--- src/rtl/pp_row_reader.sv ---
// Row burst reader: pulls one full row from the preprocess output FIFO when it
// holds a complete row and the line buffer can take it, tagging row/frame edges.
module pp_row_reader #(
  parameter int IMG_W      = 640,
  parameter int IMG_H      = 480,
  parameter int DATA_WIDTH = 12,
  parameter int FILL_WIDTH = 11
) (
  input  logic                       i_clk,
  input  logic                       i_rstn,
  input  logic                       i_flush,
  output logic                       o_rd,
  input  logic [DATA_WIDTH-1:0]      i_data,
  input  logic [FILL_WIDTH-1:0]      i_fill,
  input  logic                       i_ready,
  output logic                       o_valid,
  output logic [DATA_WIDTH-1:0]      o_data,
  output logic                       o_sol,
  output logic                       o_eol,
  output logic                       o_sof,
  output logic                       o_eof,
  output logic [$clog2(IMG_H)-1:0]   o_row,
  output logic                       o_busy
);

  localparam int ROW_W = $clog2(IMG_H);
  localparam int COL_W = (IMG_W > 1) ? $clog2(IMG_W) : 1;

  typedef enum logic [1:0] {IDLE, BURST, DRAIN} state_t;

  state_t                  state_q, state_d;
  logic [COL_W-1:0]        col_q, col_d;
  logic [ROW_W-1:0]        row_q, row_d;
  logic                    drain_q, drain_d;
  logic                    rd_q, rd_d;

  // Stage 1 carries the tags of the read issued last cycle while the FIFO
  // returns its data; stage 2 is the registered output.
  logic                    p1_valid_q, p1_valid_d;
  logic [3:0]              p1_tags_q, p1_tags_d;
  logic                    out_valid_q, out_valid_d;
  logic [3:0]              out_tags_q, out_tags_d;
  logic [DATA_WIDTH-1:0]   out_data_q, out_data_d;

  always_comb begin
    state_d     = state_q;
    col_d       = col_q;
    row_d       = row_q;
    drain_d     = drain_q;
    rd_d        = 1'b0;
    p1_valid_d  = rd_q;
    p1_tags_d   = {col_q == '0,
                   col_q == COL_W'(IMG_W - 1),
                   (col_q == '0) && (row_q == '0),
                   (col_q == COL_W'(IMG_W - 1)) && (row_q == ROW_W'(IMG_H - 1))};
    out_valid_d = p1_valid_q;
    out_tags_d  = p1_valid_q ? p1_tags_q : 4'b0;
    out_data_d  = p1_valid_q ? i_data : out_data_q;

    case (state_q)
      IDLE: begin
        if (i_ready && (i_fill >= FILL_WIDTH'(IMG_W))) begin
          state_d = BURST;
          rd_d    = 1'b1;
          col_d   = '0;
        end
      end
      BURST: begin
        if (col_q == COL_W'(IMG_W - 1)) begin
          state_d = DRAIN;
          drain_d = 1'b0;
        end else begin
          col_d = col_q + COL_W'(1);
          rd_d  = 1'b1;
        end
      end
      DRAIN: begin
        // Second DRAIN cycle is the one in which the last pixel is presented.
        if (drain_q) begin
          state_d = IDLE;
          row_d   = (row_q == ROW_W'(IMG_H - 1)) ? '0 : row_q + ROW_W'(1);
        end else begin
          drain_d = 1'b1;
        end
      end
      default: state_d = IDLE;
    endcase

    if (i_flush) begin
      state_d     = IDLE;
      rd_d        = 1'b0;
      col_d       = '0;
      row_d       = '0;
      drain_d     = 1'b0;
      p1_valid_d  = 1'b0;
      p1_tags_d   = 4'b0;
      out_valid_d = 1'b0;
      out_tags_d  = 4'b0;
    end
  end

  always_ff @(posedge i_clk) begin
    if (!i_rstn) begin
      state_q     <= IDLE;
      col_q       <= '0;
      row_q       <= '0;
      drain_q     <= 1'b0;
      rd_q        <= 1'b0;
      p1_valid_q  <= 1'b0;
      p1_tags_q   <= 4'b0;
      out_valid_q <= 1'b0;
      out_tags_q  <= 4'b0;
      out_data_q  <= '0;
    end else begin
      state_q     <= state_d;
      col_q       <= col_d;
      row_q       <= row_d;
      drain_q     <= drain_d;
      rd_q        <= rd_d;
      p1_valid_q  <= p1_valid_d;
      p1_tags_q   <= p1_tags_d;
      out_valid_q <= out_valid_d;
      out_tags_q  <= out_tags_d;
      out_data_q  <= out_data_d;
    end
  end

  assign o_rd    = rd_q;
  assign o_valid = out_valid_q;
  assign o_data  = out_data_q;
  assign o_sol   = out_tags_q[3];
  assign o_eol   = out_tags_q[2];
  assign o_sof   = out_tags_q[1];
  assign o_eof   = out_tags_q[0];
  assign o_row   = row_q;
  assign o_busy  = (state_q != IDLE);

endmodule

--- config.mk ---
export PLATFORM = sky130hd
export DESIGN_NAME = pp_row_reader
export DESIGN_NICKNAME = d
export VERILOG_FILES = /design/src/rtl/pp_row_reader.sv
export SDC_FILE = /design/constraint.sdc
export NUM_CORES = 1
export LEC_CHECK = 0
export ABC_AREA = 0
export CAP_MARGIN = 30
export CORE_AREA = 2 2 68 70
export DETAILED_ROUTE_END_ITERATION = 12
export DIE_AREA = 0 0 70 72
export PLACE_DENSITY = 0.77
export REMOVE_ABC_BUFFERS = 1
export SETUP_SLACK_MARGIN = 0.02
export SLEW_MARGIN = 10
export SYNTH_ARGS = -nofsm -noshare
export SYNTH_HDL_FRONTEND = slang
export SYNTH_SLANG_ARGS = --single-unit
--- constraint.sdc ---
create_clock -name i_clk -period 2 [get_ports i_clk]
set_input_delay 0.2 -clock i_clk [delete_from_list [all_inputs] [get_ports i_clk]]
set_output_delay 0.2 -clock i_clk [all_outputs]
set_load 0.02 [all_outputs]
==> results.cfg, run 1 <==
[sta]
tns_ns = 0
worst_pin_slew_ns = 0.448
fin_skew_ns = 0.00339
final_max_slew_viol_count = 0
setup_ws_ns = 0.122
hold_viol_final = 0
period_share_pct = 93.9
fin_hold_ws_ns = 0.462
rsz0062_at_grt = false
fin_crit_ns = 1.88
clock.fmax_mhz = 532
setup_viol = 0
relSlewSlack_pct = 69.8

[power_and_ir_drop]
internal_power_uw = 1380
leakage_uw = 0.000921
p_switching_uw = 363
seqPwrFrac_pct = 52.1
power_frac_comb_pct = 7.3
p_clk_share_pct = 40.5
sw_frac_of_total_pct = 20.8
ir_drop_mv = 0.306
powerDensity_nw_per_um2 = 654

[drt]
postRouteAntennaNets = 0
firstDrtPassIters = 4
drtIter0Drc = 65
via_per_inst = 5.34
wl_per_cell_um = 13.6
num_vias = 1693
drc = 0
routed_wl_mm = 4.32

[clocking]
cts_buffers = 5
tritoncts = yes
ctsRootBufferMaster = clkbuf_8
cts_max_level = 2
max-clock-path-buffers = 2
ctsHoldBuffers = 0
clk_latency_ns = 0.29
cts_sinks = 45
clk_pin_slew_ns = 0.08

[floorplanning]
initial_utilization_pct = 46.5
die_area_um2 = 5040
core_area_um2 = 4260
num_rows = 24
num_io_pins = 55
die_h_um = 72
die_w_um = 70

[synthesis]
synth_ff_type = dfxtp_1
synthArstFlopShare_pct = 0
yosysTopAreaCell = dfxtp_1
synth_area_um2 = 1980
netlist.area_leader.share_pct = 45.4
yosys_warnings = 0
seq_area_frac_synth_pct = 45.4
ys_ff_latch = 45
synth.top_cells.by_area = dfxtp_1 45%, mux2i_1 7.1%, nor2b_1 4.7%
ys_types = 41
synthCells = 208
avgSynthCellArea_um2 = 9.54
synth-edff-count = 0

[final_layout]
drive_gt1_share_pct = 9.81
fin_util_pct = 62.6
nets = 295
diodes = 0
syn2layout_area_growth_pct = 34.6
final_cells = 317

[setup_path]
cpPeakStageDelay_ns = 0.61
path_cells = or2_2, clkdlybuf4s50_1
start_kind = register
endpoint_kind = output pin
path_class = register to output pin
cp_max_fo = 13
worst_ep_required_time_ns = 1.80
slowest_stage = clkdlybuf4s50_1
worst_path_dominant_cell_family = buffers and inverters
worst-path-buf-inv = 1
arrival_ns = 1.68

[placed_design]
gp_congestion = 0.882
hpwl_mm = 3.17
io_buffers = 47
dp_slack_ns = 0.167
dp.cells = 309

[grt]
grt_pass1_vias = 1596
grt_pass1_wl_mm = 7.40
grt_overflow_total = 0
gr-usage-all-layers_pct = 18.5
grt_max_degree = 16
antenna_found_initial = 0

[job]
maxCapViolations = 0

[status]
status = complete, no violations

[worst_hold_path]
hp-class = register to register
==> synthesized netlist by cell type, types with 2 or more instances <==
library cell / n
dfxtp_1: 45
nor2b_1: 15
mux2i_1: 14
nor2_1: 14
nand3_1: 9
inv_1: 8
a21oi_1: 7
nand2_1: 7
nor3_1: 7
nor4_1: 7
xnor2_1: 7
and3_1: 5
clkbuf_1: 5
o31ai_1: 5
ha_1: 4
o21ai_0: 4
nand2b_1: 3
nand4b_1: 3
nor3b_1: 3
nor4b_1: 3
or2_2: 3
or4_1: 3
a211oi_1: 2
and2_1: 2
and4_1: 2
buf_6: 2
nand4_1: 2
nor4bb_1: 2
o21a_1: 2
or3_1: 2
==> state kept, by name, indices dropped and copies added (netlist names) <==
| register | flops |
|---|---|
| o_valid | 1 |
| o_rd | 1 |
| p1_valid_q | 1 |
| col_q | 10 |
| state_q | 2 |
| out_tags_q | 4 |
| drain_q | 1 |
| o_row | 9 |
| o_data | 12 |
| p1_tags_q | 4 |
==> routing by layer <==
metal / global-route usage [%] / part of all wire, % / up-vias / wire length, um
li1: - / - / 859 / -
met1: 24.4 / 48 / 772 / 2070
met2: 28.7 / 45 / 56 / 1950
met3: 4.72 / 5.4 / 6 / 235
met4: 8.33 / 1.5 / 0 / 66
met5: 0 / 0 / - / 0
==> cell families after synthesis <==
kind of cell / Yosys count / share of synthesized area (%)
adder cells (fa/ha/maj): 4 / 2.52
multiplexers: 14 / 7.06
XOR/XNOR: 7 / 3.09
AND/OR/NAND/NOR: 96 / 29.2
flip-flops: 45 / 45.4
AO/OA/AOI/OAI: 26 / 8.89
buffers and inverters: 16 / 3.85
==> through the flow <==
| stage | area (um2) | power (uW) |
|---|---|---|
| after CTS | 2670 | 1770 |
| after global routing | 2670 | 1820 |
| after floorplan | 1940 | 979 |
| final | 2670 | 1750 |
| after global placement | 2550 | 1060 |
| after detailed placement | 2550 | 1060 |
==> cells in the final DEF (no fill, tap or decap), types with 4 or more instances in the layout <==
cell type         n
nor3_1            7
nand3_1           9
inv_1             8
clkbuf_8          6
o31ai_1           5
o21ai_0           4
buf_4            10
dfxtp_1          44
mux2i_1          14
clkdlybuf4s50_1  47
nor4_1            7
ha_1              4
nor2_1           14
xnor2_1           7
a21oi_1           7
nor2b_1          15
nand2_1           7
and3_1            5
==> area by class of cell <==
cell class	instances	area, um2
Clock buffer	6	82.6
Multi-Input combinational cell	147	1010
Tap cell	52	65.1
Fill cell	359	1590
Sequential cell	45	902
Timing Repair Buffer	57	546
Clock inverter	2	37.5
Inverter	8	30.0
==> what timing repair did <==
item	in CTS	in global routing
setup buffers	0	0
endpoints found under the hold margin	0	0
endpoints found under the setup margin	0	1
gates resized for setup	0	1
==> power by group through the flow <==
stage	Clock [uW]	Combinational, uW	Sequential, uW
finish	708	128	910
global route	772	140	912
CTS	728	128	911
detailed placement	0	127	932
global placement	0	126	931
floorplan	0	42.1	937
==> final timing paths <==
| path | slack, ns | to | cells past startpoint | start |
|---|---|---|---|---|
| min | 0.46 | out_tags_q[2]$_SDFF_PP0_ | 1 | p1_tags_q[2]$_SDFF_PP0_ |
| max | 0.12 | o_busy | 2 | state_q[0]$_SDFFE_PP0P_ |
| min reg2reg | 0.46 | out_tags_q[2]$_SDFF_PP0_ | 1 | p1_tags_q[2]$_SDFF_PP0_ |
| max reg2reg | 0.24 | col_q[5]$_SDFFE_PP0P_ | 5 | col_q[0]$_SDFFE_PP0P_ |
No activity file was read; power rests on OpenSTA's default activity.
==> run 2: changes to the inputs <==
--- a/config.mk
+++ b/config.mk
@@ -8,6 +8,8 @@
 export ABC_AREA = 0
 export CAP_MARGIN = 30
 export CORE_AREA = 2 2 68 70
+export CTS_BUF_LIST = sky130_fd_sc_hd__clkbuf_16
+export CTS_CLUSTER_SIZE = 16
 export DETAILED_ROUTE_END_ITERATION = 12
 export DIE_AREA = 0 0 70 72
 export PLACE_DENSITY = 0.77
==> run 2 against run 1 <==
Against the previous run:
- global-route usage fell by 0.27 points
- final area is 1.7% higher
- utilization rose by 1.1 points
- power up 11%
- clock power rose by 28%
- worst hold slack lost 0.0055 ns
- first-iteration DRC count down 3.1%
==> results.cfg, run 2 (synthesized netlist as in run 1, its figures left out) <==
[status]
status = complete, no violations

[power_and_ir_drop]
power_uw = 1940
p_clk_share_pct = 46.5
power_frac_comb_pct = 6.6
ir_drop_mv = 0.358
powerDensity_nw_per_um2 = 716
seqPwrFrac_pct = 46.9
p_switching_uw = 381
sw_frac_of_total_pct = 19.6
internal_power_uw = 1560
leakage_uw = 0.000940

[floorplanning]
die_h_um = 72
num_io_pins = 55
die_area_um2 = 5040
initial_utilization_pct = 46.5
die_w_um = 70
num_rows = 24
core_area_um2 = 4260

[final_layout]
drive_gt1_share_pct = 9.06
final_cell_mix = 47 x clkdlybuf4s50_1, 45 x dfxtp_1, 15 x nor2b_1
final_common_cell = clkdlybuf4s50_1
diodes = 0
nets = 295
syn2layout_area_growth_pct = 36.8
largest_reg_flops = 12

[placed_design]
gp_congestion = 0.882
dp_slack_ns = 0.167
hpwl_mm = 3.17
io_buffers = 47

[clocking]
post_cts_buffers = 0
ctsRootBufferMaster = clkbuf_16
clk_pin_slew_ns = 0.06
tritoncts = yes
cts_sinks = 45
cts_buffers = 5
cts-resized-gates = 0
ctsHoldBuffers = 0
clk_latency_ns = 0.28
max-clock-path-buffers = 2
cts_max_level = 2

[setup_path]
endpoint_kind = output pin
arrival_ns = 1.70
r2r_cells = 5
path_class = register to output pin
cp_max_fo = 15
start_kind = register
worst_ep_required_time_ns = 1.80

[sta]
worst_pin_slew_ns = 0.444
tns_ns = 0
fin_crit_ns = 1.90
fin_skew_ns = 0.00263
setup_ws_ns = 0.0970
hold_viol_final = 0
relSlewSlack_pct = 70.3
final_max_slew_viol_count = 0
period_share_pct = 95.1
setup_viol = 0
rsz0062_at_grt = false
clock.fmax_mhz = 525
fin_hold_ws_ns = 0.457

[grt]
grt_use_met3_pct = 3.47
antenna_found_initial = 0
grt_max_degree = 16
use_met1_pct = 23.9
grt_pass1_wl_mm = 7.32
met2_usage_pct = 28.6
grt_pass1_vias = 1612
busiest_layer = met2
gr-usage-all-layers_pct = 18.2
grt_overflow_total = 0

[worst_hold_path]
min_path_cells = 1
hp-class = register to register

[drt]
via_per_inst = 5.31
drc = 0
drtIter0Drc = 63
routed_wl_mm = 4.22
wl_per_cell_um = 13.3
num_vias = 1684
postRouteAntennaNets = 0
firstDrtPassIters = 4

[job]
maxCapViolations = 0
-- run 2: cell types whose count changed in the layout (fill, tap and decap cells not counted) --
cell	before	now
clkbuf_16	0	5
clkbuf_8	6	0
dfxtp_1	44	45
clkinv_1	0	1
dfxtp_2	1	0
-- run 2: power by group through the flow --
| stage | Combinational, uW | Clock [uW] | Sequential (uW) |
|---|---|---|---|
| after floorplan | 42.1 | 0 | 937 |
| after global placement | 126 | 0 | 931 |
| after detailed placement | 127 | 0 | 932 |
| after CTS | 128 | 930 | 912 |
| after global routing | 140 | 968 | 913 |
| final | 128 | 904 | 912 |
-- run 2: layout make-up --
class	instances	area, um2
clock buffer	5	125
tap	52	65.1
sequential	45	901
timing repair buffer	57	546
inverter	8	30.0
multi-input combinational	147	1010
fill	350	1550
clock inverter	3	41.3
-- run 2: layer usage --
metal,share of wire (%),wire (um)
met1,49,2060
met2,45,1890
met3,4.5,189
met4,1.9,82
met5,0,0
-- run 2: worst paths after layout --
check,from,endpoint,slack [ns]
worst min-delay path,p1_tags_q[2]$_SDFF_PP0_,out_tags_q[2]$_SDFF_PP0_,0.46
worst min register to register,p1_tags_q[2]$_SDFF_PP0_,out_tags_q[2]$_SDFF_PP0_,0.46
worst max-delay path,state_q[1]$_SDFFE_PP0P_,o_busy,0.1
worst max register to register,col_q[0]$_SDFFE_PP0P_,col_q[5]$_SDFFE_PP0P_,0.25
-- run 2: worst max-delay path, stage by stage, from the launching register on --
cell	delay [ns]
dfxtp_1	0.59
or2_2	0.22
clkdlybuf4s50_1	0.61
-- run 2: through the flow --
stage	instance area, um2	util [%]	cells
2_1_floorplan	1940	-	200
3_3_place_gp	2550	59.8	309
3_5_place_dp	2550	59.8	309
4_1_cts	2720	63.7	317
5_1_grt	2720	63.7	317
6_report	2720	63.7	317
==> run 3: changes to the inputs <==
--- a/config.mk
+++ b/config.mk
@@ -6,10 +6,9 @@
 export NUM_CORES = 1
 export LEC_CHECK = 0
 export ABC_AREA = 0
-export CAP_MARGIN = 30
 export CORE_AREA = 2 2 68 70
 export CTS_BUF_LIST = sky130_fd_sc_hd__clkbuf_16
-export CTS_CLUSTER_SIZE = 16
+export CTS_CLUSTER_SIZE = 28
 export DETAILED_ROUTE_END_ITERATION = 12
 export DIE_AREA = 0 0 70 72
 export PLACE_DENSITY = 0.77
==> results of run 3 <==
The final DEF is identical to that of run 2; final timing and power are the same.
==> edit, RTL diff (config.mk and constraints of run 2) <==
`IMG_W`: 640 -> 320.
--- a/src/rtl/pp_row_reader.sv
+++ b/src/rtl/pp_row_reader.sv
@@ -2,5 +2,5 @@
 // holds a complete row and the line buffer can take it, tagging row/frame edges.
 module pp_row_reader #(
-  parameter int IMG_W      = 640,
+  parameter int IMG_W      = 320,
   parameter int IMG_H      = 480,
   parameter int DATA_WIDTH = 12,
Behaviour: not the same (Yosys sat finds a counterexample within 4 cycles, from zero or initial values and one cycle with i_rstn low).
==> edit against run 2 <==
  * Final area decreased by 3.1%
  * Power decreased by 8.6%
  * Worst setup slack improved by 100 ps
  * Routed wire length decreased by 7.7%
  * Largest power group unchanged
  * Clock power decreased by 15%
  * Via count decreased by 8.5%
  * Sequential cell count decreased by 1
  * Largest cell class unchanged
  * Sequential share of layout area increased by 0.31 points
  * Synthesized area decreased by 2.4%
  * Count of clock-buffer cells in the layout unchanged
==> edit: results (changes against run 2) <==
| Metric | Value |
|---|---|
| Synth Instances | `192 (was 208)` |
| Mux contribution to synthesized area | `0.07300 (was 0.07062)` |
| Synth cell count leaders | `44 x dfxtp_1, 15 x nor2_1, 15 x nor2b_1, 13 x mux2i_1, 10 x nand2_1 (was 45 x dfxtp_1, 15 x nor2b_1, 14 x mux2i_1, 14 x nor2_1, 9 x nand3_1)` |
| Vias in the first global route | `1447 (was 1612)` |
| Status | `completed (unchanged)` |
| Input/output buffers | `48 (was 47)` |
| GRT Overall Usage | `0.1709 (was 0.1821)` |
| Sequential share of power | `0.501 (was 0.469)` |
| Worst-Margin Slew | `391.9 ps (was 444.2 ps)` |
| CP max FO | `10 (was 15)` |
| Ranking of synthesized cells by area | `dfxtp_1 45%, mux2i_1 6.7%, nor2b_1 4.8% (was dfxtp_1 45%, mux2i_1 7.1%, nor2b_1 4.7%)` |
| Clock tree buffer depth | `2 (unchanged)` |
| Number of nets in the layout | `276 (was 295)` |
| First-pass GRT wire length | `6.796 mm (was 7.320 mm)` |
| Netlist cell types | `45 (was 41)` |
| Worst VDD drop | `0.3409 mV (was 0.3582 mV)` |
| Pleak | `0.9864 nW (was 0.9403 nW)` |
| Critical path arrival | `1600 ps (was 1700 ps)` |
| Post-Synth Adder-Cell Area | `0.02584 (was 0.02522)` |
| Routability cong. | `0.7758 (was 0.8824)` |
| Routed len/inst | `13.08 um (was 13.32 um)` |
| Synth Area in XOR/XNOR | `0.03165 (was 0.03090)` |
| Vias after detailed routing | `1541 (was 1684)` |
| Largest net degree at the start of global routing | `18 (was 16)` |
| Final hold slack | `456.9 ps (was 456.6 ps)` |
| Post-Layout Cell Count | `298 (was 317)` |
| Switch Pwr | `369.0 uW (was 380.9 uW)` |
| N_diodes | `0 (unchanged)` |
| Clock Skew | `4.602 ps (was 2.630 ps)` |
-- edit: per-layer routing --
layer,wire [um],vias up,track usage
met5,0,-,0
met4,70,0,0.07051
met3,231,6,0.05694
met2,1805,38,0.2751
met1,1791,715,0.2120
li1,-,782,-
-- edit: power groups by stage --
| stage | combinational, mW | sequential, mW | clock (mW) |
|---|---|---|---|
| detailed placement | 0.119 | 0.911 | 0 |
| CTS | 0.119 | 0.891 | 0.784 |
| finish | 0.118 | 0.891 | 0.768 |
| global placement | 0.117 | 0.910 | 0 |
| global route | 0.127 | 0.892 | 0.814 |
| floorplan | 0.0392 | 0.916 | 0 |
-- edit: area by class of cell --
cell class              instances  area [um2]
clock buffers                   5       125.1
clock inverters                 3       13.76
fillers                       380        1634
inverters                       9       33.78
multi-input cells             131       985.9
flip-flops and latches         44       880.8
well taps                      52       65.06
repair buffers                 54       525.5
-- edit: final timing paths --
path | startpoint | to | depth (start not counted)
setup / recovery | state_q[0]$_SDFFE_PP0P_ | o_busy | 3
hold / removal | p1_tags_q[1]$_SDFF_PP0_ | out_tags_q[1]$_SDFF_PP0_ | 1
setup reg to reg | col_q[1]$_SDFFE_PP0P_ | col_q[2]$_SDFFE_PP0P_ | 5
hold reg to reg | p1_tags_q[1]$_SDFF_PP0_ | out_tags_q[1]$_SDFF_PP0_ | 1
-- edit: stage by stage --
stage	utilization	instance area, um2	setup WS (ps)
floorplan	-	1901	357.7
detailed placement	0.5842	2491	243.0
global placement	0.5842	2491	288.3
CTS	0.6168	2630	202.9
global route	0.6168	2630	98.05
finish	0.6168	2630	200.3
-- edit: worst max-delay path, stage by stage (launching register included) --
cell             delay [ps]
dfxtp_1                 530
nor2_1                  120
inv_1                    70
clkdlybuf4s50_1         600
